### src/rtl/chimera_cluster_pmu_apb.sv
// APB-controlled power sequencer for the Chimera clusters: one FSM per cluster
// steps power, clock, reset and isolation in order and flags completion by interrupt.
module chimera_cluster_pmu_apb #(
    parameter int NumClusters = 5,
    parameter int AddrWidth   = 32
) (
    input  logic                   clk_i,
    input  logic                   rst_i,
    input  logic                   psel_i,
    input  logic                   penable_i,
    input  logic                   pwrite_i,
    input  logic [AddrWidth-1:0]   paddr_i,
    input  logic [31:0]            pwdata_i,
    input  logic [3:0]             pstrb_i,
    output logic                   pready_o,
    output logic [31:0]            prdata_o,
    output logic                   pslverr_o,
    output logic [NumClusters-1:0] pwr_req_o,
    input  logic [NumClusters-1:0] pwr_ack_i,
    output logic [NumClusters-1:0] clk_en_o,
    output logic [NumClusters-1:0] cluster_rst_o,
    output logic [NumClusters-1:0] iso_o,
    output logic                   irq_o
);
    localparam int N = NumClusters;

    typedef enum logic [2:0] {
        S_OFF, S_PWR_UP, S_CLK_UP, S_RST_UP, S_ON, S_ISO_DN, S_RST_DN, S_PWR_DN
    } state_t;

    // {pwr, clk_en, rst, iso} for each state
    function automatic logic [3:0] moore(input state_t s);
        case (s)
            S_PWR_UP: moore = 4'b1011;
            S_CLK_UP: moore = 4'b1111;
            S_RST_UP: moore = 4'b1101;
            S_ON:     moore = 4'b1100;
            S_ISO_DN: moore = 4'b1101;
            S_RST_DN: moore = 4'b1111;
            default:  moore = 4'b0011;
        endcase
    endfunction

    logic          access;
    logic          wr;
    logic [9:0]    widx;
    logic          addr_ok;
    logic [N-1:0]  target_reg;
    logic [N-1:0]  pend_reg;
    logic [N-1:0]  en_reg;
    logic [7:0]    settle_reg;
    logic [7:0]    settle_load;
    logic [N-1:0]  clr;
    logic [N-1:0]  done_pulse;
    logic [N-1:0]  on_vec;
    logic [N-1:0]  busy_vec;
    logic [N-1:0]  ack_s1_reg;
    logic [N-1:0]  ack_s2_reg;
    logic [7:0]    on8;
    logic [7:0]    busy8;
    logic          unused;

    assign access    = psel_i & penable_i;
    assign wr        = access & pwrite_i;
    assign widx      = paddr_i[11:2];
    assign addr_ok   = (widx < 10'd5);
    assign pready_o  = access;
    assign pslverr_o = access & ~addr_ok;
    assign irq_o     = |(pend_reg & en_reg);
    assign unused    = ^{paddr_i[AddrWidth-1:12], paddr_i[1:0], pwdata_i[31:8], pstrb_i[3:1]};

    assign settle_load = (settle_reg == 8'd0) ? 8'd0 : settle_reg - 8'd1;
    assign clr = (wr && widx == 10'd3 && pstrb_i[0]) ? pwdata_i[N-1:0] : '0;

    always_comb begin
        on8   = '0;
        busy8 = '0;
        on8[N-1:0]   = on_vec;
        busy8[N-1:0] = busy_vec;
        prdata_o = '0;
        if (access && addr_ok) begin
            case (widx)
                10'd0:   prdata_o = {{(32-N){1'b0}}, target_reg};
                10'd1:   prdata_o = {16'd0, busy8, on8};
                10'd2:   prdata_o = {24'd0, settle_reg};
                10'd3:   prdata_o = {{(32-N){1'b0}}, pend_reg};
                10'd4:   prdata_o = {{(32-N){1'b0}}, en_reg};
                default: prdata_o = '0;
            endcase
        end
    end

    // Completion set is OR'd in after the clear so a colliding W1C loses
    always_ff @(posedge clk_i or posedge rst_i) begin
        if (rst_i) begin
            target_reg <= '0;
            settle_reg <= 8'd8;
            pend_reg   <= '0;
            en_reg     <= '0;
        end else begin
            if (wr && addr_ok && pstrb_i[0]) begin
                case (widx)
                    10'd0:   target_reg <= pwdata_i[N-1:0];
                    10'd2:   settle_reg <= pwdata_i[7:0];
                    10'd4:   en_reg     <= pwdata_i[N-1:0];
                    default: ;
                endcase
            end
            pend_reg <= (pend_reg & ~clr) | done_pulse;
        end
    end

    always_ff @(posedge clk_i or posedge rst_i) begin
        if (rst_i) begin
            ack_s1_reg <= '0;
            ack_s2_reg <= '0;
        end else begin
            ack_s1_reg <= pwr_ack_i;
            ack_s2_reg <= ack_s1_reg;
        end
    end

    generate
        for (genvar gi = 0; gi < N; gi++) begin : g_cluster
            state_t     st_reg;
            state_t     st_next;
            logic [7:0] cnt_reg;
            logic [7:0] cnt_next;
            logic [3:0] outs_reg;

            always_comb begin
                st_next  = st_reg;
                cnt_next = (cnt_reg != 8'd0) ? cnt_reg - 8'd1 : 8'd0;
                case (st_reg)
                    S_OFF:    if (target_reg[gi])  st_next = S_PWR_UP;
                    S_PWR_UP: if (ack_s2_reg[gi])  st_next = S_CLK_UP;
                    S_CLK_UP: if (cnt_reg == 8'd0) st_next = S_RST_UP;
                    S_RST_UP: if (cnt_reg == 8'd0) st_next = S_ON;
                    S_ON:     if (!target_reg[gi]) st_next = S_ISO_DN;
                    S_ISO_DN: if (cnt_reg == 8'd0) st_next = S_RST_DN;
                    S_RST_DN: if (cnt_reg == 8'd0) st_next = S_PWR_DN;
                    S_PWR_DN: if (!ack_s2_reg[gi]) st_next = S_OFF;
                    default:  st_next = S_OFF;
                endcase
                if (st_next != st_reg)
                    cnt_next = settle_load;
            end

            always_ff @(posedge clk_i or posedge rst_i) begin
                if (rst_i) begin
                    st_reg   <= S_OFF;
                    cnt_reg  <= 8'd0;
                    outs_reg <= 4'b0011;
                end else begin
                    st_reg   <= st_next;
                    cnt_reg  <= cnt_next;
                    outs_reg <= moore(st_next);
                end
            end

            assign done_pulse[gi]    = (st_next != st_reg) && (st_next == S_ON || st_next == S_OFF);
            assign on_vec[gi]        = (st_reg == S_ON);
            assign busy_vec[gi]      = (st_reg != S_ON) && (st_reg != S_OFF);
            assign pwr_req_o[gi]     = outs_reg[3];
            assign clk_en_o[gi]      = outs_reg[2];
            assign cluster_rst_o[gi] = outs_reg[1];
            assign iso_o[gi]         = outs_reg[0];
        end
    endgenerate
endmodule
### config.mk
export PLATFORM = sky130hd
export DESIGN_NAME = chimera_cluster_pmu_apb
export DESIGN_NICKNAME = d
export VERILOG_FILES = /design/src/rtl/chimera_cluster_pmu_apb.sv
export SDC_FILE = /design/constraint.sdc
export NUM_CORES = 1
export LEC_CHECK = 0
export CORE_MARGIN = 8
export CORE_UTILIZATION = 45
export DETAILED_ROUTE_END_ITERATION = 10
export PLACE_DENSITY = 0.72
export SYNTH_ARGS = -nofsm -noshare
export SYNTH_HDL_FRONTEND = slang
export SYNTH_SLANG_ARGS = --single-unit
export TNS_END_PERCENT = 30
### constraint.sdc
create_clock -name clk_i -period 7.4 [get_ports clk_i]
set_input_delay 1.48 -clock clk_i [delete_from_list [all_inputs] [get_ports clk_i]]
set_output_delay 1.48 -clock clk_i [all_outputs]
set_load 0.02 [all_outputs]
Word-level counts from Yosys, hierarchy flattened
Cells that the tools add are included.

operators by class
  reductions and logical operators = 61
  eq/ne operators = 79
  magnitude comparators = 1
  bitwise gates (word level) = 8
  add/sub/neg operators = 6
  mux-type cells = 64

operators by type and width
  operator                                               number
  two-way mux 3 bit                                      40
  one-hot mux 3 bit (8 select lines)                     5
  equality test 3 bit (second input constant)            35
  two-way mux 8 bit                                      11
  one-hot mux 4 bit (4 select lines)                     5
  one-hot mux 13 bit (5 select lines)                    1
  equality test 3 x 2 -> 1 bit (second input constant)   20
  logical NOT 8 bit                                      6
  subtractor 8 x 1 -> 8 bit (second input constant)      6
  nonzero test 8 bit                                     5
  equality test 3 x 1 -> 1 bit (second input constant)   10
  logical NOT 3 bit                                      10
  equality test 10 x 2 -> 1 bit (second input constant)  2
  OR reduction 2 bit                                     10
  logical AND 1 bit                                      15
  inequality test 3 bit                                  5
  inequality test 3 bit (second input constant)          5
  nonzero test 3 bit                                     5
  two-way mux 13 bit                                     1
  AND 5 bit                                              2
  equality test 10 x 1 -> 1 bit (second input constant)  1
  equality test 10 x 3 -> 1 bit (second input constant)  1
  logical NOT 10 bit                                     1
  < comparator 10 x 3 -> 1 bit (second input constant)   1
  8 further kinds                                        16

word-level totals
  flip-flop bits (word level) = 108
  word-level logic and storage cells = 240
  input bits = 78
  output and inout port bits = 55

Longest topological paths before layout
  word-level depth = 8
  depth in mapped cells = 8
  depth with buffers taken out = 6

Least setup slack after synthesis
Ideal clock, no wire load.

  kind = input -> output
  start point = in paddr_i[9]
  end point = out prdata_o[12]
  setup slack = 2.759 ns
  required time = 5.920 ns
  path buffers = 0
  data arrival time = 3.161 ns
  stages = 4
  cell sequence = or4_4 or3_1 or3_4 a21oi_1

between the ends
  word-level cells in the longest chain between the ends = 3
  elaborated cells between the ends (all ways) = 9
  classes of those cells = 1 x order compare; 4 x eq/ne; 2 x mux; 2 x reduce/logical

ends and longest elaborated chain
  element                                                                   RTL line  RTL
  start, declared                                                           12        input logic [AddrWidth-1:0] paddr_i,
  < comparator 10 x 3 -> 1 bit (tied with other cells)                      66        assign addr_ok = (widx < 10'd5);
  logical AND 1 bit or one-hot mux 13 bit (5 select lines) (tied branches)  81, 82
  two-way mux 13 bit (*)                                                    81        if (access && addr_ok) begin
  end, declared                                                             16        output logic [31:0] prdata_o,

Mark *: on every way between the ends. The rest lies on a longest branch, timed or not.

Worst setup path in the final report
  start point = in paddr_i[9]
  end point = out prdata_o[7]

Same word-level chain as after synthesis.

==> metrics.cfg <==
[yosys]
synth_edf_count=0
synthXorXnorAreaFrac=0.0268
synthMuxAreaShare=0.136
yosysTopAreaCellShare=0.390
synth_warnings=0
synth-compound-area-share=0.153
synthFlopType=dfrtp_1
netlist_instances=612
synthSimpleGateAreaFrac=0.174
ys_seq_area_frac=0.437
syn_area_per_cell_um2=10.2
yosys.area.top_type=dfrtp_1
synth_top_cells_by_area=dfrtp_1 39%, mux2i_1 7.4%, mux2_2 5.4%, dfstp_2 4.6%, nor2_1 3.1%
synthArstFlopShare=1.00
synth_top_family_by_area=simple AND/OR/NAND/NOR gates
syn_area_um2=6220
synth_fa_ha_area_frac=0.0121
synth_seq_cells=108
ys_types=78

[power]
vdd_drop_max_mv=0.163
power_mw=2.30
power_leakage_nw=3.01
power_density_nw_per_um2=322

[layout]
mostFrequentLayoutCell=dfrtp_1
nNetsFinal=740
diodes=0
drive_gt1_frac=0.126
final_cell_mix=97 x dfrtp_1, 64 x clkdlybuf4s50_1, 51 x nor2_1
syn2layout_area_growth_pct=15.1
largest_reg_flops=40
fin_area_um2=7150

[flow_run]
drv_cap=0

[setup_path]
reg2reg_from=g_cluster[1].cnt_reg[0]
end_kind=output port
r2r_slack_ns=4.97
r2r_cells=6
cp-startpoint=paddr_i[9]
cp-start-kind=input port
cp.required_ns=5.92
worstPathArrival_ns=4.36
crit_path_max_fanout=4
reg2reg_to=g_cluster[1].cnt_reg[0]
setup.worst_path.end=prdata_o[7]
crit_type=in2out

[route]
ant_nets=0
num_vias=4813
route.final.wire_length_mm=14.3
drc_errors=0
first_iter_violations=362
viasPerCell=5.72
dr.pass1.iters=7
routedWlPerCell_um=17.0

[die]
die_area_um2=17800
core_area_um2=13700
start_util=0.455
rows=43
die_h_um=134
ioPinCount=133
die_w_um=134

[clock_tree]
clock_path_buffers=2
clock_sinks=108
clkTransAtPathRegs_ns=0.07
ctsRootBufferMaster=clkbuf_16
clock_latency_ns=0.35
hold_buffers=0
cts_setup_buffers=0
cts_resized=0
cts_tree=done
numCtsBuffers=9
htreeDepth=3

[min_path]
hold_class=reg2reg
hold_start=ack_s1_reg[3]

[timing]
rsz0062_at_grt=false
hold_ws_ns=0.351
final_max_slew_viol_count=0
setup_viol=0
max_freq_ghz=0.171
max_slew.worst_pin.slew_ns=1.03
finalClockSkew_ns=0.00668
fin_crit_sh=0.789
fin_crit_ns=5.84
finalHoldViolCount=0
setup-tns-final_ns=0
max_slew_margin=0.304

[global_routing]
grt-ovfl-total=0
grt_pass1_wl_mm=23.2
grt_pass1_vias=4623
grt_max_degree=58
grt.total_usage=0.158
antenna_found_initial=0

[outcome]
status=finished, final reports clean

[placed_design]
dp_hpwl_mm=10.4
gp_congestion=0.838
place_area_um2=6870
port-buffer-count=64

-- cells in the mapped netlist, types with 4 or more instances --
cell / count
dfrtp_1: 97
nor2_1: 51
mux2i_1: 46
nand2_1: 36
mux2_2: 30
a21oi_1: 29
inv_1: 24
buf_4: 20
clkbuf_1: 20
nor3_1: 19
o21ai_0: 18
nor4_1: 12
xor2_1: 12
dfstp_2: 11
nand2b_1: 10
nor2b_1: 10
a31oi_1: 9
nor3b_1: 9
o21a_1: 9
a211oi_1: 8
o31ai_1: 7
xnor2_1: 7
ha_1: 6
a21o_1: 5
and2_1: 5
or3_1: 5
or4_1: 5
a21boi_0: 4
a22oi_1: 4
a32oi_1: 4
buf_2: 4
-- cells by family after synthesis --
| kind of cell | count (synthesis) |
|---|---|
| flip-flops | 108 |
| adder cells (fa/ha/maj) | 6 |
| AO/OA/AOI/OAI | 133 |
| multiplexers | 78 |
| XOR/XNOR | 19 |
| AND/OR/NAND/NOR | 193 |
| other | 1 |
| buffers and inverters | 74 |
-- per-stage QoR --
stage	instances	utilization	setup slack [ns]
floorplan	630	-	2.76
global route	841	0.524	1.45
finish	841	0.524	1.56
global placement	825	0.503	1.60
detailed placement	825	0.503	1.57
CTS	841	0.524	1.56
-- how the worst min path moves through the flow --
stage | endpoint | slack [ns] | cells after the start
final | ack_s2_reg[3] | 0.35 | 0
after global routing | ack_s2_reg[2] | 0.36 | 0
after CTS | ack_s2_reg[4] | 0.36 | 0
after detailed placement | ack_s2_reg[4] | 0.34 | 0
after global placement | ack_s2_reg[4] | 0.33 | 0
after floorplan | ack_s2_reg[0] | 0.33 | 0
-- worst max-delay path: stages --
cell	delay, ns
clkdlybuf4s50_1	0.40
or4_4	0.58
or3_1	0.39
nor4b_1	0.69
and2_1	0.22
clkdlybuf4s50_1	0.60
-- area by class of cell --
type	count	area (µm²)
fillers	1230	6510
repair buffers	65	648
flip-flops and latches	108	2720
multi-input cells	448	3190
clock inverters	6	47.5
well taps	180	225
clock buffers	10	239
inverters	24	92.6
-- per-layer routing --
metal | vias up | track usage | wire length, µm
met5 | - | 0 | 0
met4 | 0 | 0.0686 | 247
met2 | 158 | 0.249 | 6840
met1 | 2361 | 0.208 | 6410
li1 | 2275 | - | -
met3 | 19 | 0.0286 | 791
-- report_power, final --
group          internal [mW]  switching [mW]  total [mW]
Combinational          0.413           0.455       0.868
Clock                  0.241           0.226       0.466
Sequential             0.759           0.208       0.966
Total                   1.41           0.888        2.30
Power figures use the tool's default switching activity.
